<file path="src/rtl/common_pkg.sv">
// Shared bus payload types and encodings for the core-side instruction bus
// (ibus) and the arbiter-side cache bus (cbus).
package common;

    localparam int unsigned ADDR_W  = 64;
    localparam int unsigned CDATA_W = 64;
    localparam int unsigned IDATA_W = 32;

    typedef logic [2:0] msize_t;
    typedef logic [7:0] mlen_t;
    typedef logic [1:0] axi_burst_t;

    localparam msize_t MSIZE1 = 3'd0;
    localparam msize_t MSIZE2 = 3'd1;
    localparam msize_t MSIZE4 = 3'd2;
    localparam msize_t MSIZE8 = 3'd3;

    // AXI-style length encoding: beats - 1
    localparam mlen_t MLEN1  = 8'd0;
    localparam mlen_t MLEN2  = 8'd1;
    localparam mlen_t MLEN4  = 8'd3;
    localparam mlen_t MLEN8  = 8'd7;
    localparam mlen_t MLEN16 = 8'd15;

    localparam axi_burst_t AXI_BURST_FIXED = 2'd0;
    localparam axi_burst_t AXI_BURST_INCR  = 2'd1;
    localparam axi_burst_t AXI_BURST_WRAP  = 2'd2;

    typedef struct packed {
        logic              valid;
        logic [ADDR_W-1:0] addr;
    } ibus_req_t;

    typedef struct packed {
        logic               addr_ok;
        logic               data_ok;
        logic [IDATA_W-1:0] data;
    } ibus_resp_t;

    typedef struct packed {
        logic                   valid;
        logic                   is_write;
        msize_t                 size;
        logic [ADDR_W-1:0]      addr;
        logic [CDATA_W/8-1:0]   strobe;
        logic [CDATA_W-1:0]     data;
        mlen_t                  len;
        axi_burst_t             burst;
    } cbus_req_t;

    typedef struct packed {
        logic               ready;
        logic               last;
        logic [CDATA_W-1:0] data;
    } cbus_resp_t;

endpackage

</file>
<file path="src/rtl/icache_pkg.sv">
// Cache-local constants and the 32-bit half selector used on every read path.
package icache_pkg;

    localparam int unsigned BEAT_W = 64;
    localparam int unsigned WORD_W = 32;

    // Pick the upper or lower 32-bit instruction word of a 64-bit beat
    function automatic logic [WORD_W-1:0] pick_half(input logic [BEAT_W-1:0] beat,
                                                    input logic              hi);
        return hi ? beat[BEAT_W-1:WORD_W] : beat[WORD_W-1:0];
    endfunction

endpackage

</file>
<file path="src/rtl/icache_ram.sv">
// Direct-mapped line storage: NSETS lines of data + tag + valid.
// Ports: clk/reset; i_flush clears every valid bit; one write port
// (i_we, i_wvalid, i_widx, i_wtag, i_wdata); one asynchronous read port
// (i_ridx -> o_rvalid, o_rtag, o_rdata).
module icache_ram #(
    parameter int unsigned NSETS  = 16,
    parameter int unsigned LINE_W = 256,
    parameter int unsigned TAG_W  = 23,
    parameter int unsigned IDX_W  = $clog2(NSETS)
) (
    input  logic              clk,
    input  logic              reset,
    input  logic              i_flush,
    input  logic              i_we,
    input  logic              i_wvalid,
    input  logic [IDX_W-1:0]  i_widx,
    input  logic [TAG_W-1:0]  i_wtag,
    input  logic [LINE_W-1:0] i_wdata,
    input  logic [IDX_W-1:0]  i_ridx,
    output logic              o_rvalid,
    output logic [TAG_W-1:0]  o_rtag,
    output logic [LINE_W-1:0] o_rdata
);

    logic [NSETS-1:0]  r_valid;
    logic [TAG_W-1:0]  r_tag  [NSETS];
    logic [LINE_W-1:0] r_data [NSETS];

    // Valid bits: flush clears all; a write in the same cycle then sets its own bit
    always_ff @(posedge clk or posedge reset) begin
        if (reset) begin
            r_valid <= '0;
        end else begin
            if (i_flush) begin
                r_valid <= '0;
            end
            if (i_we) begin
                r_valid[i_widx] <= i_wvalid;
            end
        end
    end

    // Tag and data arrays carry no reset
    always_ff @(posedge clk) begin
        if (i_we) begin
            r_tag[i_widx]  <= i_wtag;
            r_data[i_widx] <= i_wdata;
        end
    end

    assign o_rvalid = r_valid[i_ridx];
    assign o_rtag   = r_tag[i_ridx];
    assign o_rdata  = r_data[i_ridx];

endmodule

</file>
<file path="src/rtl/icache.sv">
// Direct-mapped, blocking instruction cache between the core fetch port
// and the cbus arbiter.
// Ports: clk, reset (async, active-high); ireq/iresp core fetch interface
// (hits answered combinationally in IDLE); flush invalidates all lines;
// creq/cresp refill and uncached single-beat bus interface.
module icache
    import common::*;
    import icache_pkg::*;
#(
    parameter int unsigned NSETS      = 16,
    parameter int unsigned LINE_BEATS = 4
) (
    input  logic       clk,
    input  logic       reset,
    input  ibus_req_t  ireq,
    output ibus_resp_t iresp,
    input  logic       flush,
    output cbus_req_t  creq,
    input  cbus_resp_t cresp
);

    localparam int unsigned IDX_W  = $clog2(NSETS);
    localparam int unsigned CNT_W  = $clog2(LINE_BEATS);
    localparam int unsigned OFF_W  = 3 + CNT_W;
    localparam int unsigned TAG_W  = 32 - OFF_W - IDX_W;
    localparam int unsigned LINE_W = BEAT_W * LINE_BEATS;

    localparam logic [1:0] S_IDLE     = 2'd0;
    localparam logic [1:0] S_REFILL   = 2'd1;
    localparam logic [1:0] S_UNCACHED = 2'd2;
    localparam logic [1:0] S_DONE     = 2'd3;

    logic [1:0]        r_state;
    logic [1:0]        w_state_nxt;
    cbus_req_t         r_creq;
    cbus_req_t         w_creq_nxt;
    logic [CNT_W-1:0]  r_cnt;
    logic              r_flushed;
    logic              r_uncached;
    logic [LINE_W-1:0] r_line;
    logic [BEAT_W-1:0] r_uc_beat;

    logic [IDX_W-1:0]  w_idx;
    logic [TAG_W-1:0]  w_tag;
    logic [CNT_W-1:0]  w_word;
    logic              w_hi;
    logic              w_cacheable;
    logic              w_rvalid;
    logic [TAG_W-1:0]  w_rtag;
    logic [LINE_W-1:0] w_rline;
    logic              w_hit;
    logic [BEAT_W-1:0] w_hit_beat;
    logic [BEAT_W-1:0] w_buf_beat;
    logic [LINE_W-1:0] w_fill;
    logic              w_we;
    logic              w_beat_end;

    // Address decode of the (held) request
    assign w_idx       = ireq.addr[OFF_W +: IDX_W];
    assign w_tag       = ireq.addr[OFF_W + IDX_W +: TAG_W];
    assign w_word      = ireq.addr[3 +: CNT_W];
    assign w_hi        = ireq.addr[2];
    assign w_cacheable = ireq.addr[31];
    assign w_beat_end  = cresp.ready && cresp.last;

    assign w_hit      = w_cacheable && w_rvalid && (w_rtag == w_tag);
    assign w_hit_beat = w_rline[32'(w_word) * BEAT_W +: BEAT_W];
    assign w_buf_beat = r_line[32'(w_word) * BEAT_W +: BEAT_W];

    // Line written to the array includes the final beat arriving this cycle
    always_comb begin
        w_fill = r_line;
        w_fill[32'(r_cnt) * BEAT_W +: BEAT_W] = cresp.data;
    end

    icache_ram #(
        .NSETS  (NSETS),
        .LINE_W (LINE_W),
        .TAG_W  (TAG_W),
        .IDX_W  (IDX_W)
    ) u_ram (
        .clk      (clk),
        .reset    (reset),
        .i_flush  (flush),
        .i_we     (w_we),
        .i_wvalid (!(flush || r_flushed)),
        .i_widx   (w_idx),
        .i_wtag   (w_tag),
        .i_wdata  (w_fill),
        .i_ridx   (w_idx),
        .o_rvalid (w_rvalid),
        .o_rtag   (w_rtag),
        .o_rdata  (w_rline)
    );

    // Next-state, bus request and core response
    always_comb begin
        w_state_nxt = r_state;
        w_creq_nxt  = r_creq;
        iresp       = '0;
        w_we        = 1'b0;
        case (r_state)
            S_IDLE: begin
                if (ireq.valid) begin
                    if (w_cacheable && w_hit) begin
                        iresp.addr_ok = 1'b1;
                        iresp.data_ok = 1'b1;
                        iresp.data    = pick_half(w_hit_beat, w_hi);
                    end else if (w_cacheable) begin
                        w_state_nxt      = S_REFILL;
                        w_creq_nxt       = '0;
                        w_creq_nxt.valid = 1'b1;
                        w_creq_nxt.size  = MSIZE8;
                        w_creq_nxt.len   = mlen_t'(LINE_BEATS - 1);
                        w_creq_nxt.burst = AXI_BURST_INCR;
                        w_creq_nxt.addr  = {ireq.addr[ADDR_W-1:OFF_W], OFF_W'(0)};
                    end else begin
                        w_state_nxt      = S_UNCACHED;
                        w_creq_nxt       = '0;
                        w_creq_nxt.valid = 1'b1;
                        w_creq_nxt.size  = MSIZE4;
                        w_creq_nxt.len   = MLEN1;
                        w_creq_nxt.burst = AXI_BURST_FIXED;
                        w_creq_nxt.addr  = ireq.addr;
                    end
                end
            end
            S_REFILL: begin
                if (w_beat_end) begin
                    w_we        = 1'b1;
                    w_state_nxt = S_DONE;
                    w_creq_nxt  = '0;
                end
            end
            S_UNCACHED: begin
                if (w_beat_end) begin
                    w_state_nxt = S_DONE;
                    w_creq_nxt  = '0;
                end
            end
            S_DONE: begin
                iresp.addr_ok = 1'b1;
                iresp.data_ok = 1'b1;
                iresp.data    = r_uncached ? pick_half(r_uc_beat, w_hi)
                                           : pick_half(w_buf_beat, w_hi);
                w_state_nxt   = S_IDLE;
            end
            default: begin
                w_state_nxt = S_IDLE;
                w_creq_nxt  = '0;
            end
        endcase
    end

    // Control registers
    always_ff @(posedge clk or posedge reset) begin
        if (reset) begin
            r_state    <= S_IDLE;
            r_creq     <= '0;
            r_cnt      <= '0;
            r_flushed  <= 1'b0;
            r_uncached <= 1'b0;
        end else begin
            r_state <= w_state_nxt;
            r_creq  <= w_creq_nxt;
            if (r_state == S_IDLE) begin
                r_cnt     <= '0;
                r_flushed <= 1'b0;
                if (ireq.valid) begin
                    r_uncached <= !w_cacheable;
                end
            end
            if (r_state == S_REFILL) begin
                if (cresp.ready) begin
                    r_cnt <= r_cnt + CNT_W'(1);
                end
                // Remember a flush seen mid-burst so the line lands invalid
                if (flush) begin
                    r_flushed <= 1'b1;
                end
            end
        end
    end

    // Line assembly buffer and uncached word latch
    always_ff @(posedge clk) begin
        if ((r_state == S_REFILL) && cresp.ready) begin
            r_line[32'(r_cnt) * BEAT_W +: BEAT_W] <= cresp.data;
        end
        if ((r_state == S_UNCACHED) && w_beat_end) begin
            r_uc_beat <= cresp.data;
        end
    end

    assign creq = r_creq;

endmodule

</file>
<file path="config.mk">
export PLATFORM = sky130hd
export DESIGN_NAME = icache
export DESIGN_NICKNAME = d
export VERILOG_FILES = /design/src/rtl/common_pkg.sv /design/src/rtl/icache_pkg.sv /design/src/rtl/icache_ram.sv /design/src/rtl/icache.sv
export SDC_FILE = /design/constraint.sdc
export NUM_CORES = 2
export LEC_CHECK = 0
export CORE_ASPECT_RATIO = 0.9
export CORE_UTILIZATION = 55
export CTS_BUF_LIST = sky130_fd_sc_hd__clkbuf_4 sky130_fd_sc_hd__clkbuf_8 sky130_fd_sc_hd__clkbuf_16
export DETAILED_ROUTE_END_ITERATION = 12
export GPL_TIMING_DRIVEN = 0
export PLACE_DENSITY = 0.82
export REMOVE_ABC_BUFFERS = 1
export SYNTH_ARGS = -nofsm -noshare
export SYNTH_HDL_FRONTEND = slang
export SYNTH_HIERARCHICAL = 1
export SYNTH_MEMORY_MAX_BITS = 65536
export SYNTH_SLANG_ARGS = --single-unit
</file>
<file path="constraint.sdc">
create_clock -name clk -period 25.2 [get_ports clk]
set_input_delay 5.04 -clock clk [delete_from_list [all_inputs] [get_ports clk]]
set_output_delay 5.04 -clock clk [all_outputs]
set_load 0.1 [all_outputs]
</file>
==> impl_results.md <==
* Top delay family on crit path: buffers and inverters
* Dpl ws at ~6.5 ns
* Setup ws final at between 6 and 7 ns
* Outcome: finished, final reports clean
* Detailed-route DRC error count at 0
* Top post-synthesis cells by area: edfxtp_1 (76%), mux4_2 (15%), a22oi_1 (1.5%)
* Largest net degree at the start of global routing at ~110
* Core area at 341000 um2
* Worst IR Drop VDD at about 0.00012 V
* Count of final max-slew check failures at 0
* Final Setup Violations at 0
* Post-Layout Cell Count at ~14000
* Comb pwr share at between 10% and 20%
* Initial Util at 55.4%
* FILL cells at between 15000 and 20000
* Clock transition at the registers of the reported paths at approximately 0.060 ns
* Hold_buf cts at 0
* CTS resizes at 0
* Global-route wire length before repair at approximately 820 mm
* Die Area at 345000 um2
* Psw at between 5 and 6 mW
* Pint at between 10 and 15 mW
* Worst setup path class: input pin to primary output
* Post-DP HPWL at about 310 mm
* Routed wire per std cell at 41.2 um
* Top FF cell, synth: edfxtp_1
* Die W at about 620 um
* Inserted Clock Buffers at around 450
* H-Tree Level Count at 5
* P_leak at 70.4 nW
* Synth Area per Inst at between 20 and 25 um2
* Yosys warnings at 6
* Worst Tran Pin Value at 1.43 ns
* Vias per inst at ~7.4
* Setup Fix Bufs, Post-CTS at 0
* Post-synth EDFFs at ~4800
* Worst skew pair latency at 0.97 ns
* Initial antenna violation count at 49
* CTS Buffer Depth at 4
* Routability cong. at approximately 0.72
* Final core occ at 64.1%
* Worst EP arrival at about 14 ns
* Max_slew headroom at 3.74%
* Worst Path Required at about 20 ns
* Max-cap violations at 0
* PwrDens at about 92 nW/um2
* Overall global routing resource usage at between 30% and 40%
* Share of layout cells above drive strength 1 at between 20% and 30%
* CTS tree: done
* Yosys top cell by area: edfxtp_1
* Vias at ~110k
* Mapped Area at between 150000 and 200000 um2
* Most used cell, CP: buf_16
* Synth Register Bits at between 4000 and 5000
* Fin crit share at about 76%
* Critical path peak fanout at 107
* Worst clock skew at between 0.06 and 0.07 ns
* Hold Fails Final Rpt at 0
* Mapped Cells at a little under 9000
* Root buffer cell: clkbuf_16
* Sequential cell area at around 150000 um2
* RSZ-0062 raised after global routing: no
* Cells after DPL at approximately 13000
* Critical path buffers and inverters at 8
* IO Pins at between 300 and 400
* Minimum clock period at roughly 19 ns
* Count of cell types in the netlist at just under 50
* WL final at 591 mm
* Worst hold-check path type: register to register
* Die height at 558 um
* Worst path max stage delay at around 1.3 ns
* Worst path slowest cell: clkdlybuf4s50_1
* Share of flip-flops with an asynchronous set or reset at 1.79%
* Post-synthesis sequential area ratio at between 70% and 80%
* CP cell instances: buf_16 -> buf_16 -> buf_16 -> buf_16 -> buf_16 -> mux4_2 -> a22oi_1 -> nand2_1 -> xor2_1 -> nor4_2 -> and2_1 -> nand4_1 -> buf_16 -> buf_8 -> o22ai_1 -> clkdlybuf4s50_1
* Row count at 203
* Layout area overhead at 15.8%
* Synth top area share at 76.2%
* Footprint of the multi-input gates at ~39000 um2
* Net Sw Frac at a little over a quarter
* Clock share of power at around a third
* DRT Pass-1 Iters at 9
* Critical Path End Type: primary output
* Total gr overflow at 0
* Peak Freq at between 50 and 60 MHz
* Clk sinks at just under 5000
* Vias in the first global route at between 100k and 150k
* Initial DRC count at roughly 21000
* Port buffer count at approximately 240
* Critical path startpoint category: input pin
* Fin nets at roughly 9600
* Post-DRT Antenna Nets at 0
* Seq pwr share at about 50%
* Hold Slack at a little over 0.5 ns
Yosys cell counts (102+ instances only):
library cell,count
nand2_1,460
o21ai_1,125
mux4_2,1280
nor2_1,111
buf_4,102
edfxtp_1,4784
buf_2,141
o21ai_0,136
o22ai_1,212
inv_1,262
clkbuf_1,211
a22oi_1,380
kinds of logic (layout without fill, tap and decap cells):
| family | count (synthesis) | count (layout) | synth area share, % |
|---|---|---|---|
| AOI/OAI and AO/OA | 929 | 929 | 3.26 |
| xor gates and xnor gates | 23 | 23 | 0.107 |
| adders and majority gates | 9 | 9 | 0.0597 |
| buffers and inverters | 874 | 1906 | 2.31 |
| DFF | 4871 | 4871 | 77.3 |
| muxes | 1328 | 1328 | 15.6 |
| other | 1 | 117 | 0.00199 |
| and+or+nand+nor | 638 | 638 | 1.39 |
final timing paths:
path	from	endpoint	slack [ns]	cells after the start
min in group asynchronous	reset	creq[127]	4.39	2
worst max-delay path	ireq[5]	iresp[1]	6.13	16
max in group asynchronous	reset	u_ram/r_valid[6]	20.16	2
worst max register to register	r_cnt[0]	u_ram/r_data[1][207]	20.28	10
worst min register to register	creq[91]	creq[91]	0.51	1
worst min-delay path	creq[91]	creq[91]	0.51	1
routing by layer:
layer  part of all wire (%)  routed length (um)  global-route usage (%)
met5                  0.068                 404                       0
met2                     48              281000                    54.3
met4                    8.3               49200                    23.7
met1                     30              175000                    40.5
met3                     15               85800                    9.27
cells in the final DEF, fill, tap and decap left out, types with 14 or more instances in the layout:
cell type and instances:
edfxtp_1 4784, mux4_2 1280, nand2_1 459, clkbuf_16 455, a22oi_1 380, inv_1 260
o21ai_1 256, clkdlybuf4s50_1 229, o22ai_1 212, buf_12 183, buf_6 157, clkinv_1 134
buf_16 110, nor2_1 97, clkbuf_4 95, dfrtp_1 86, conb_1 81, clkinv_2 73
buf_4 70, a22o_1 65, bufinv_16 49, diode_2 36, buf_8 34, mux2i_1 32
xor2_1 23, nor2b_1 19, clkinvlp_4 19, mux2_2 16, inv_6 14, nor2_4 14
worst register-to-register path: cells and delay by family (launching register included):
family | cells | cell delay, ns
buffers and inverters | 6 | 1.60
AO/OA/AOI/OAI | 1 | 0.69
flip-flops | 1 | 0.65
AND/OR/NAND/NOR | 2 | 0.89
adder cells (fa/ha/maj) | 1 | 0.74
per-stage QoR:
stage	setup TNS [ns]	instance area (um2)	total power, mW
finish	0	218000	20.1
global route	0	218000	20.3
CTS	0	218000	19.9
detailed placement	0	203000	12.8
global placement	-	194000	13.6
floorplan	-448.74	186000	11.7
layout make-up:
cell class                      count  share of cell area, %
Clock buffer                      554                   5.57
Clock inverter                    272                   1.23
Timing Repair Buffer              784                   5.40
Antenna cell                       36                 0.0413
Sequential cell                  4871                   66.8
Tap cell                         4510                   2.58
Inverter                          296                  0.513
Multi-Input combinational cell   3008                   17.9
power by group through the flow:
stage          Clock, mW  Combinational [mW]  Sequential, mW
2_1_floorplan          0                1.21            10.5
3_3_place_gp           0                3.35            10.3
3_5_place_dp           0                2.65            10.2
4_1_cts             7.06                2.76            10.1
5_1_grt             7.32                2.99            10.0
6_report            7.08                2.96            10.0
sequential cells by signal, summed over array words and instances, names as in the netlist:
signal / flops
creq: 65
r_cnt: 2
r_flushed: 1
r_line: 256
r_state: 2
r_uc_beat: 64
r_uncached: 1
u_ram/r_data: 4096
u_ram/r_tag: 368
u_ram/r_valid: 16
(Power assumes the default switching activity.)
